===== src/rtl/seq_detect_prog_pkg.sv =====
// Shared types and helpers for the programmable serial pattern detector.
package seq_detect_prog_pkg;

   typedef enum logic {
      ST_IDLE = 1'b0,
      ST_RUN  = 1'b1
   } state_t;

   // Width needed to hold a length value of 0..max_len inclusive.
   function automatic int len_width(input int max_len);
      return $clog2(max_len + 1);
   endfunction

endpackage


===== src/rtl/seq_match_counter.sv =====
// Match counter with synchronous clear; saturates at all-ones when
// SEQ_DETECT_PROG_CNT_SAT_EN is defined, otherwise wraps.
module seq_match_counter #(
   parameter int CNT_W = 16
) (
   input  logic             clk,
   input  logic             reset,
   input  logic             clr,
   input  logic             inc,
   output logic [CNT_W-1:0] count
);

   always_ff @(posedge clk) begin
      // NOTE: sequential state uses non-blocking assignment only, so every
      // register samples the pre-edge values regardless of statement order.
      if (reset || clr) begin
         count <= '0;
      end else if (inc) begin
`ifdef SEQ_DETECT_PROG_CNT_SAT_EN
         if (count != '1) begin
            count <= count + CNT_W'(1);
         end
`else
         count <= count + CNT_W'(1);
`endif
      end
   end

endmodule


===== src/rtl/seq_detect_prog.sv =====
// Runtime-programmable serial pattern detector (overlapping or non-overlapping).
// Optional build macro: SEQ_DETECT_PROG_CNT_SAT_EN (saturating match counter).
module seq_detect_prog
   import seq_detect_prog_pkg::*;
#(
   parameter  int MAX_LEN = 8,
   parameter  int CNT_W   = 16,
   localparam int LEN_W   = len_width(MAX_LEN)
) (
   input  logic               clk,
   input  logic               reset,
   input  logic               cfg_we,
   input  logic [MAX_LEN-1:0] cfg_pattern,
   input  logic [LEN_W-1:0]   cfg_len,
   input  logic               cfg_overlap,
   input  logic               in_valid,
   input  logic               inp_bit,
   output logic               seq_seen,
   output logic [CNT_W-1:0]   match_count,
   output logic               cfg_err,
   output logic               armed
);

   typedef struct packed {
      logic [MAX_LEN-1:0] pattern;
      logic [LEN_W-1:0]   len;
      logic               overlap;
   } cfg_t;

   localparam logic [LEN_W-1:0] MAX_LEN_L = LEN_W'(MAX_LEN);

   state_t             state, state_nxt;
   cfg_t               cfg_q;
   logic [MAX_LEN-1:0] hist_q;
   logic [MAX_LEN-1:0] hist_shift;
   logic [MAX_LEN-1:0] len_mask;
   logic [LEN_W-1:0]   fill_q;
   logic [LEN_W-1:0]   fill_inc;
   logic               len_ok;
   logic               load;
   logic               shift;
   logic               match;
   logic               hit;

   // ---------------- FSM: state register ----------------
   always_ff @(posedge clk) begin
      if (reset) begin
         state <= ST_IDLE;
      end else begin
         state <= state_nxt;
      end
   end

   // ---------------- FSM: next-state logic ----------------
   always_comb begin
      // NOTE: the default assignment before the case keeps this purely
      // combinational; without it a missed path would infer a latch.
      state_nxt = state;
      case (state)
         ST_IDLE: if (load) state_nxt = ST_RUN;
         ST_RUN:  state_nxt = ST_RUN;
         default: state_nxt = ST_IDLE;
      endcase
   end

   // ---------------- FSM: outputs ----------------
   always_comb begin
      armed = (state == ST_RUN);
   end

   // ---------------- Datapath control ----------------
   assign len_ok     = (cfg_len != '0) && (cfg_len <= MAX_LEN_L);
   assign load       = cfg_we && len_ok;
   // A cfg write in the same cycle always wins over the data bit.
   assign shift      = (state == ST_RUN) && !cfg_we && in_valid;
   assign hist_shift = {hist_q[MAX_LEN-2:0], inp_bit};
   assign fill_inc   = (fill_q == MAX_LEN_L) ? fill_q : fill_q + LEN_W'(1);

   always_comb begin
      len_mask = '0;
      for (int i = 0; i < MAX_LEN; i++) begin
         len_mask[i] = (LEN_W'(i) < cfg_q.len);
      end
   end

   assign match = (fill_inc >= cfg_q.len) &&
                  (((hist_shift ^ cfg_q.pattern) & len_mask) == '0);
   assign hit   = shift && match;

   // ---------------- Datapath registers ----------------
   always_ff @(posedge clk) begin
      if (reset) begin
         cfg_q    <= '0;
         hist_q   <= '0;
         fill_q   <= '0;
         seq_seen <= 1'b0;
         cfg_err  <= 1'b0;
      end else begin
         seq_seen <= hit;
         cfg_err  <= cfg_we && !len_ok;
         if (load) begin
            cfg_q  <= '{pattern: cfg_pattern, len: cfg_len, overlap: cfg_overlap};
            hist_q <= '0;
            fill_q <= '0;
         end else if (shift) begin
            if (match && !cfg_q.overlap) begin
               hist_q <= '0;
               fill_q <= '0;
            end else begin
               hist_q <= hist_shift;
               fill_q <= fill_inc;
            end
         end
      end
   end

   seq_match_counter #(
      .CNT_W (CNT_W)
   ) u_counter (
      .clk   (clk),
      .reset (reset),
      .clr   (load),
      .inc   (hit),
      .count (match_count)
   );

endmodule


===== config.mk =====
export PLATFORM = sky130hd
export DESIGN_NAME = seq_detect_prog
export DESIGN_NICKNAME = d
export VERILOG_FILES = /design/src/rtl/seq_detect_prog_pkg.sv /design/src/rtl/seq_match_counter.sv /design/src/rtl/seq_detect_prog.sv
export SDC_FILE = /design/constraint.sdc
export NUM_CORES = 1
export LEC_CHECK = 0
export ABC_AREA = 1
export CAP_MARGIN = 40
export CORE_ASPECT_RATIO = 0.5
export CORE_MARGIN = 4
export CORE_UTILIZATION = 45
export CTS_CLUSTER_SIZE = 10
export DETAILED_ROUTE_END_ITERATION = 10
export PLACE_DENSITY = 0.69
export SLEW_MARGIN = 20
export SYNTH_ARGS = -nofsm -noshare
export SYNTH_HDL_FRONTEND = slang
export SYNTH_SLANG_ARGS = --single-unit

===== constraint.sdc =====
create_clock -name clk -period 2 [get_ports clk]
set_clock_uncertainty 0.15 [all_clocks]
set_input_delay 0.5 -clock clk [delete_from_list [all_inputs] [get_ports clk]]
set_output_delay 0.5 -clock clk [all_outputs]
set_load 0.02 [all_outputs]

* Yosys cells after proc, flatten, opt, wreduce, memory -nomap -nowiden
Index checks and enable logic that the tools add are counted.
W data, S select, Z words.
** Operators by class
- Add/sub/neg operators :: 2
- Magnitude comparators :: 10
- Eq/ne operators :: 1
- Multiplexer cells :: 5
- Bitwise gates (word level) :: 3
- Reductions and logical operators :: 15
** Operator list (number)
- $add A16 B1 Y16 const B :: 1
- $lt A3 B4 Y1 const A :: 4
- $and A8 B8 Y8 :: 1
- $logic_and A1 B1 Y1 :: 8
- $logic_not A8 Y1 :: 1
- $lt A1 B4 Y1 const A :: 2
- $lt A2 B4 Y1 const A :: 2
- $mux W4 :: 2
- $xor A8 B8 Y8 :: 1
- $mux W7 :: 1
- $add A4 B1 Y4 const B :: 1
- $eq A4 B4 Y1 const B :: 1
- $ge A4 B4 Y1 :: 1
- $le A4 B4 Y1 const B :: 1
- $reduce_bool A4 Y1 :: 1
- $logic_not A1 Y1 :: 3
- $pmux W1 S2 :: 1
- $reduce_or A2 Y1 :: 1
- $logic_or A1 B1 Y1 :: 1
- $mux W1 :: 1
- $not A1 Y1 :: 1
** Word-level totals
- Bits in registers :: 43
- Input port bits :: 18
- Logic and storage cells :: 45

* Logic depth before layout (Yosys ltp)
Gate-level depths: netlist of the first run.
- Word-level depth :: 6
- Mapped depth :: 14
- Depth with buffers taken out :: 13

* Cells and area by module
From an unflattened synthesis of the first run, not the netlist that was laid out.
** Unflattened totals
- Cells, all modules :: 320
- Area total of the unflattened synthesis :: 2198.4 um2
** Modules (own cells, without submodules)
- seq_detect_prog :: instances 1, cells each 203, area each 1406.3 um2, sequential area each 540.5 um2
- seq_match_counter :: instances 1, cells each 117, area each 792.0 um2, sequential area each 320.3 um2

* Worst setup path before layout of the first run
No wires, ideal clock.
- Kind :: register to register
- Start :: register fill_q[0]
- End :: register fill_q[0]
- Data arrival time :: 1.943 ns
- Data required time :: 1.780 ns
- Setup slack :: -0.163 ns
- Stages on the path, launching flop included :: 14
- Path buffers :: 1
- Period minus slack after synthesis :: 2.163 ns
- Path through :: dfxtp_1 > inv_1 > ha_1 > nand2_1 > nor2_1 > xor2_1 > inv_1 > ha_1 > nand3_1 > nand3_2 > nand4_1 > buf_2 > nand2_1 > a21oi_1
** On the way
- Longest elaborated chain between the ends :: 6
- Elaborated cells on any way between the ends :: 7
** RTL lines
- from (decl) :: line seq_detect_prog.sv:37 : logic [LEN_W-1:0] fill_q;
- from (signal assigned) :: line seq_detect_prog.sv:111 : fill_q <= fill_inc;
- $add A4 B1 Y4 or $eq A4 B4 Y1 (tied branches) :: line seq_detect_prog.sv:77 : assign fill_inc = (fill_q == MAX_LEN_L) ? fill_q : fill_q + LEN_W'(1);
- $mux W4 (*) :: line seq_detect_prog.sv:77
- $ge A4 B4 Y1 :: line seq_detect_prog.sv:86 : assign match = (fill_inc >= cfg_q.len) &&
- $logic_and A1 B1 Y1 :: line seq_detect_prog.sv:86
- $logic_and A1 B1 Y1 :: line seq_detect_prog.sv:106 : if (match && !cfg_q.overlap) begin
- $mux W4 (*) :: line seq_detect_prog.sv:106
Mark *: on every way between the ends. The rest lies on a longest branch, timed or not.
A chain may end at the register's enable or synchronous reset.

* Final worst setup path of the first run
- Start :: register fill_q[1]
- End :: register hist_q[6]
** On the way
- Longest elaborated chain between the ends :: 6
- Elaborated cells on any way between the ends :: 7
** RTL lines
- $add A4 B1 Y4 or $eq A4 B4 Y1 (tied branches) :: line seq_detect_prog.sv:77
- $mux W4 (*) :: line seq_detect_prog.sv:77
- $ge A4 B4 Y1 (*) :: line seq_detect_prog.sv:86
- $logic_and A1 B1 Y1 (*) :: line seq_detect_prog.sv:86
- $logic_and A1 B1 Y1 (*) :: line seq_detect_prog.sv:106
- $mux W7 (*) :: line seq_detect_prog.sv:106
- to (signal assigned) :: line seq_detect_prog.sv:110 : hist_q <= hist_shift;
- to (decl) :: line seq_detect_prog.sv:34 : logic [MAX_LEN-1:0] hist_q;
Marked as above.

==> parameters.txt, run 1 <==
Parameter                              Value

Setup path
  CP Launch Type ... flip-flop
  CP Data Required Time ... slightly above 2 ns
  Critical path, cell by cell ... inv_2, ha_4, nand2_4, nor2_4, xor2_2, inv_2, ha_4, nor2_4, o21ai_2, nand3_4, nand4_1, buf_4, nand2_1, a21oi_1
  Worst endpoint data arrival time ... approximately 2.2 ns
  Critical-path top delay cell ... dfxtp_2
  Category of the most critical setup path ... flip-flop to flip-flop
  Critical Path Fanout Max ... 5
  Slack of the worst reg-to-reg path ... -0.17 ns
  Crit end category ... flip-flop
  Delay of the slowest cell on the worst path ... around 0.34 ns

Timing
  Normalized max-slew margin ... between 70% and 80%
  Count of final setup violators ... 28
  Total count of max-transition violations in the final report ... 0
  Sum Neg Setup Slack ... -3.75 ns
  Final period utilization ... 109%
  Hold violation total from the final report ... 0
  F_max ... 460 MHz
  Min cycle time layout ... ~2.2 ns
  Worst-case setup margin in the final layout ... -0.174 ns
  Transition time at the pin with the least slew margin ... approximately 0.38 ns
  Setup repair after global routing missed its margin ... true

Finish
  Filler instances ... 446
  Diode insertion count for antenna repair ... 0
  Final std cells w/o fill ... between 400 and 500
  Layout cell share with drive strength beyond 1 ... 21.9%
  P&R area growth vs syn ... 40.1%
  Layout net count ... ~440
  Final instance area ... around 3400 um2

Synthesis
  Area of the mapped netlist ... approximately 2400 um2
  Commonest cells in the synthesized netlist ... nand2_1, dfxtp_1, a21oi_1
  Proportion of netlist area held by the largest area contributor ... a little over a third
  Number of synthesized flops with an enable pin ... 0
  Number of flip-flops and latches in the synthesized netlist ... 43
  Most frequent cell after synthesis ... nand2_1
  Most area-consuming cells after synthesis ... dfxtp_1, nand2_1, a21oi_1, inv_1, o21ai_0
  Cell count after synthesis ... 353
  Library cells used by synthesis ... 29
  Proportion of register bits with asynchronous set or reset after synthesis ... 0%
  Sequential cell area fraction in the yosys report ... 35.7%
  Synth warnings ... 0
  Syn_area_per_cell ... approximately 7 um2
  Most used flip-flop cell after synthesis ... dfxtp_1
  Leading area contributor after synthesis ... dfxtp_1
  Number of nets produced by synthesis ... about 380

Global route
  Fraction of met3 tracks used by global routing ... between 4 and 5%
  Met2 demand-to-capacity share in global routing ... between 30% and 40%
  Grt met1 use ... roughly a quarter
  Peak-usage layer in the global routing report ... met2
  Initial antenna violation count ... 0
  Maximum number of pins on one net before global-route repair ... 25
  Total GRT Usage ... around 20%
  Congestion Overflow GR ... 0
  First-pass GRT wire length ... 10800 um
  Number of global-route vias before repair ... approximately 2400

Placed design
  DP Cell Count ... about 480
  Sum of net half-perimeters after detailed placement ... around 4300 um
  Placed inst area ... roughly 3100 um2
  Count of port buffers added during placement ... 36
  Routability-driven placement congestion ratio ... a little under 0.9

Power and ir drop
  Max rail drop VDD ... ~0.33 mV
  Total power density per cell area ... between 600 and 700 nW/um2
  Overall power after layout ... between 2000 and 2500 uW
  Static power due to leakage ... approximately 0.0014 uW

Clock network
  Maximum root-to-sink buffer count ... 2
  Count of H-tree levels built during CTS ... 2
  Clock latency on the worst-skew pair ... a little over 0.3 ns
  Clock root buffer ... clkbuf_8
  Clock sink count ... 43
  CTS tree ... built
  Clock slew at the register clock pins of the worst setup and hold paths ... ~0.080 ns
  Clock buffer count from CTS ... 5

Run status
  Outcome ... complete, but fails checks
  Violated checks ... setup timing

Floorplan
  Floorplan core area ... 5040 um2
  Row count ... 18
  Vertical die dimension ... about 60 um
  Ports ... 37
  Starting density of the core ... 47.8%
  Width of the chip ... about 110 um
  Die ar. ... between 6000 and 7000 um2

Job
  Max cap viols ... 0

Drt
  DRT Pass-1 Iters ... 4
  ANT nets after route ... 0
  Residual DRC count ... 0
  Detail-routed via count per cell ... ~5
  Detailed-route wire length per cell ... 12.8 um
  First-iteration detailed-routing DRC count ... between 100 and 150
  Vias after detailed routing ... between 2000 and 2500
  Final routed wirelength across all metal layers ... 6290 um

Min path
  Type of the tightest min-delay check ... flip-flop to flip-flop
==> cells in the final DEF, fill, tap and decap left out, drive strengths merged, types with 17 or more instances in the layout <==
master and count:
a21oi 38, buf 35, clkdlybuf4s50 26, dfxtp 43, inv 37, nand2 101, nand3 17, nand4 21
nor2 32, o21ai 24
==> critical path, delay by kind of cell, from the launching register on <==
family | cells | cell delay, ns
and+or+nand+nor | 6 | 0.60
buffers and inverters | 3 | 0.36
DFF | 1 | 0.34
adders and majority gates | 2 | 0.30
xor gates and xnor gates | 1 | 0.20
AOI/OAI and AO/OA | 2 | 0.12
==> final timing paths <==
kind,start,end,depth (start not counted)
max,fill_q[1]$_SDFFE_PP0P_,hist_q[6]$_SDFFE_PP0P_,14
max reg2reg,fill_q[1]$_SDFFE_PP0P_,hist_q[6]$_SDFFE_PP0P_,14
min,cfg_q[0]$_SDFFE_PP0P_,cfg_q[0]$_SDFFE_PP0P_,2
min reg2reg,cfg_q[0]$_SDFFE_PP0P_,cfg_q[0]$_SDFFE_PP0P_,2
==> stage by stage <==
stage	hold WS (ns)	util [%]	setup WS, ns
after floorplan	0.279	-	-0.0456
after global placement	0.305	60.7	-0.214
after detailed placement	0.297	60.7	-0.233
after CTS	0.310	66.0	-0.167
after global routing	0.349	67.0	-0.330
final	0.312	67.0	-0.174
==> area by class of cell <==
cell class	instances	area (um2)	share of cell area, %
Multi-Input combinational cell	260	1490	44.0
Inverter	38	143	4.22
Clock buffer	6	72.6	2.15
Timing Repair Buffer	71	667	19.7
Clock inverter	2	60.1	1.78
Sequential cell	43	863	25.6
Tap cell	70	87.6	2.59
==> power breakdown <==
group	total (uW)	switching (uW)	internal, uW	leakage (uW)
Combinational	505	279	226	0.000977
Clock	811	312	499	0.0000654
Sequential	906	21.8	884	0.000351
Total	2220	612	1610	0.00139
==> metal layers <==
layer | up-vias | wire length (um)
li1 | 1283 | -
met1 | 1151 | 2870
met2 | 50 | 2990
met3 | 10 | 353
met4 | 0 | 78
met5 | - | 0
==> cell families (layout without fill, tap and decap cells) <==
logic type / Yosys count / count (layout) / synth area share (%)
AND/OR/NAND/NOR: 174 / 175 / 33.0
flip-flops: 43 / 43 / 35.7
buffers and inverters: 51 / 117 / 9.08
adder cells (fa/ha/maj): 7 / 7 / 3.63
AO/OA/AOI/OAI: 64 / 64 / 13.5
XOR/XNOR: 14 / 14 / 5.09
==> state kept, by name, summed over array words and instances (netlist names) <==
name and flops:
armed 1, hist_q 7, u_counter.count 16, seq_seen 1, fill_q 4, cfg_err 1, cfg_q 13
==> timing repair <==
action | CTS | global route
endpoints found under the setup margin | 36 | 30
gates cloned | 1 | 0
gates resized for setup | 25 | 17
pin swaps | 8 | 2
buffers inserted | 7 | 0
hold buffers | 0 | 0
Power figures use the tool's default switching activity.
==> inputs of run 2 (changes only) <==
--- a/config.mk
+++ b/config.mk
@@ -5,14 +5,14 @@
 export SDC_FILE = /design/constraint.sdc
 export NUM_CORES = 1
 export LEC_CHECK = 0
-export ABC_AREA = 1
 export CAP_MARGIN = 40
 export CORE_ASPECT_RATIO = 0.5
 export CORE_MARGIN = 4
 export CORE_UTILIZATION = 45
 export CTS_CLUSTER_SIZE = 10
 export DETAILED_ROUTE_END_ITERATION = 10
-export PLACE_DENSITY = 0.69
+export GPL_ROUTABILITY_DRIVEN = 0
+export PLACE_DENSITY = 0.73
 export SLEW_MARGIN = 20
 export SYNTH_ARGS = -nofsm -noshare
 export SYNTH_HDL_FRONTEND = slang
==> run 2 against run 1 <==
  * Largest power group unchanged
  * Highest routed layer unchanged
  * Critical path type unchanged
  * Clock power is 24% lower
  * Final cell count is 28% lower
  * Synthesized area is 16% lower
  * Worst setup slack worse by 0.42 ns
  * Global-route usage is 2.1 points lower
  * The run still ends with setup timing left
  * Via count is 23% lower
  * Largest cell class unchanged
==> parameters.txt, run 2 <==
Parameter                              Value

Run status
  Outcome ... complete, but fails checks
  Violated checks ... setup timing

Global route
  Initial antenna violation count ... 0
  Number of global-route vias before repair ... between 1500 and 2000
  Total GRT Usage ... 18.0%
  First-pass GRT wire length ... 8340 um
  Maximum number of pins on one net before global-route repair ... 18
  Congestion Overflow GR ... 0

Synthesis
  Proportion of netlist area held by the largest area contributor ... a little over two fifths
  Most used flip-flop cell after synthesis ... dfxtp_1
  Proportion of synthesized area in mux cells ... just under 6%
  Number of synthesized flops with an enable pin ... 0
  Number of flip-flops and latches in the synthesized netlist ... 43
  Complex-gate fraction of the synthesized area ... between 10% and 20%
  Area of the mapped netlist ... about 2000 um2
  Syn_area_per_cell ... roughly 9.0 um2
  Synth warnings ... 0
  Leading area contributor after synthesis ... dfxtp_1
  Library cells used by synthesis ... 36
  Cell count after synthesis ... about 220
  Post-synthesis share of cell area spent on xor and xnor gates ... 5.63%
  Sequential cell area fraction in the yosys report ... a little over two fifths
  Synth Area in Adders ... under 10%
  Most frequent cell after synthesis ... dfxtp_1
  Most area-consuming cells after synthesis ... dfxtp_1, mux2i_1, xnor2_1, a22o_1, ha_1
  Proportion of register bits with asynchronous set or reset after synthesis ... 0%
  Number of nets produced by synthesis ... 249
  Commonest cells in the synthesized netlist ... dfxtp_1, nor2_1, a21oi_1
  Largest family of logic cells by synthesized area ... simple AND/OR/NAND/NOR gates
  Post-Synth Simple-Gate Area ... 21.1%

Power and ir drop
  Total power density per cell area ... about 600 nW/um2
  Max rail drop VDD ... roughly 0.40 mV
  Overall power after layout ... between 1500 and 2000 uW
  Static power due to leakage ... about 0.0013 uW

Finish
  Leading cell type in the layout, fill and taps excluded ... dfxtp_1
  Finished Core Util ... between 70% and 80%
  Commonest cells after routing, fill and taps aside ... dfxtp_1, buf_4, clkdlybuf4s50_1
  Final instance area ... a little under 3000 um2
  Sequential cell area ... approximately 860 um2
  Diode insertion count for antenna repair ... 0
  Layout cell share with drive strength beyond 1 ... between 20% and 30%
  Filler instances ... roughly 320
  Largest Register ... u_counter.count
  Largest registers ... u_counter.count: 16 flops, cfg_q: 13 flops, hist_q: 7 flops
  P&R area growth vs syn ... 46.3%
  Flip-flop count of the largest register after layout ... 16
  Area of the multi-input gates ... between 1000 and 1500 um2
  Layout net count ... 324

Setup path
  Startpoint of the lowest-slack register-to-register path ... fill_q[0]$_SDFFE_PP0P_
  Critical Path Fanout Max ... 10
  CP Data Required Time ... about 2.1 ns
  Slack of the worst reg-to-reg path ... -0.59 ns
  Worst r2r path cells ... 12
  Origin of the worst setup path ... fill_q[0]$_SDFFE_PP0P_
  Worst endpoint data arrival time ... ~2.7 ns
  Endpoint of the worst-slack reg-to-reg timing path ... u_counter.count[7]$_SDFFE_PP0P_
  Last element of the critical path ... u_counter.count[7]$_SDFFE_PP0P_
  Crit end category ... flip-flop
  Category of the most critical setup path ... flip-flop to flip-flop
  CP Launch Type ... flip-flop

Floorplan
  Vertical die dimension ... 55.4 um
  Floorplan core area ... slightly above 4000 um2
  Width of the chip ... around 100 um
  Row count ... 16
  Starting density of the core ... around half
  Ports ... 37
  Die ar. ... roughly 5700 um2

Drt
  Vias after detailed routing ... 1919
  ANT nets after route ... 0
  Detailed-route wire length per cell ... approximately 14 um
  Met3 layer wire length in the routed design ... 262 um
  First-iteration detailed-routing DRC count ... 77
  Post-route met1 wirelength ... approximately 2200 um
  Top sig layer ... met4
  Detailed-routed wire length on met2 ... 2440 um
  DRT Pass-1 Iters ... 4
  Detail-routed via count per cell ... roughly 5.4
  Final routed wirelength across all metal layers ... 5000 um
  Residual DRC count ... 0

Clock network
  Clock slew at the register clock pins of the worst setup and hold paths ... 0.08 ns
  Clock root buffer ... clkbuf_8
  Clock buffer count from CTS ... 5
  Count of H-tree levels built during CTS ... 2
  Clock latency on the worst-skew pair ... around 0.31 ns
  Maximum root-to-sink buffer count ... 2
  Clock sink count ... 43
  CTS tree ... built
  Hold buffer count at cts ... 0

Timing
  Count of final setup violators ... 28
  F_max ... around 390 MHz
  Min cycle time layout ... about 2.6 ns
  Setup repair after global routing missed its margin ... true
  Final period utilization ... 130%
  Normalized max-slew margin ... 55.5%
  Total count of max-transition violations in the final report ... 0
  Transition time at the pin with the least slew margin ... between 0.6 and 0.7 ns
  Worst-case setup margin in the final layout ... -0.592 ns
  Fin Hold WS ... between 0.3 and 0.4 ns
  Hold violation total from the final report ... 0

Job
  Max cap viols ... 0

Placed design
  Sum of net half-perimeters after detailed placement ... about 3700 um
  Count of port buffers added during placement ... 36
  Placed inst area ... around 2800 um2

Min path
  Type of the tightest min-delay check ... flip-flop to flip-flop
[run 2: through the flow]
stage | setup TNS, ns | instances | setup slack, ns
2_1_floorplan | -9.22 | 224 | -0.407
3_3_place_gp | -19.13 | 345 | -0.642
3_5_place_dp | -21.97 | 345 | -0.803
4_1_cts | -14.73 | 354 | -0.584
5_1_grt | -18.91 | 354 | -0.725
6_report | -14.74 | 354 | -0.592
[run 2: cell type report]
class,count,area share [%]
clock buffer,8,3.39
inverter,10,1.27
multi-input combinational,163,40.6
sequential,43,29.2
tap,54,2.29
timing repair buffer,76,23.3
[run 2: timing repair]
| item | CTS | global route |
|---|---|---|
| setup endpoints to repair | 36 | 47 |
| endpoints found under the hold margin | 0 | 0 |
| resized for setup | 15 | 14 |
| buffers inserted | 1 | 0 |
[run 2: how the worst min path moves through the flow]
stage / startpoint / end / slack, ns / depth (start not counted)
after floorplan: hist_q[6]$_SDFFE_PP0P_ / hist_q[6]$_SDFFE_PP0P_ / 0.31 / 1
after global placement: u_counter.count[1]$_SDFFE_PP0P_ / u_counter.count[1]$_SDFFE_PP0P_ / 0.33 / 2
after detailed placement: hist_q[6]$_SDFFE_PP0P_ / hist_q[6]$_SDFFE_PP0P_ / 0.33 / 1
after CTS: u_counter.count[1]$_SDFFE_PP0P_ / u_counter.count[1]$_SDFFE_PP0P_ / 0.35 / 2
after global routing: u_counter.count[1]$_SDFFE_PP0P_ / u_counter.count[1]$_SDFFE_PP0P_ / 0.37 / 2
final: u_counter.count[1]$_SDFFE_PP0P_ / u_counter.count[1]$_SDFFE_PP0P_ / 0.34 / 2
[run 2: routing by layer]
metal,up-vias,GRT usage (%)
met2,38,29.8
met1,902,22.9
li1,970,-
met4,0,6.09
met3,9,4.02
met5,-,0
[run 2: where the power goes]
| group | internal (uW) | leakage (uW) | switching (uW) |
|---|---|---|---|
| Combinational | 123 | 0.000893 | 104 |
| Sequential | 873 | 0.000349 | 14.4 |
| Clock | 315 | 0.0000515 | 305 |
[run 2: cells by family (layout without fill, tap and decap cells)]
logic type | Yosys count | in the layout
xor gates and xnor gates | 13 | 13
adders and majority gates | 7 | 7
DFF | 43 | 43
and+or+nand+nor | 80 | 80
AOI/OAI and AO/OA | 51 | 51
muxes | 12 | 12
buffers and inverters | 18 | 94
[run 2: critical path: stages (launching register included)]
cell       delay, ns
dfxtp_2         0.34
inv_2           0.07
ha_4            0.11
nand3b_1        0.13
xnor2_1         0.17
ha_1            0.28
nand2b_4        0.12
a2111oi_4       0.07
nor3_4          0.22
nand4b_1        0.19
buf_6           0.19
or4_4           0.41
nand2_1         0.08
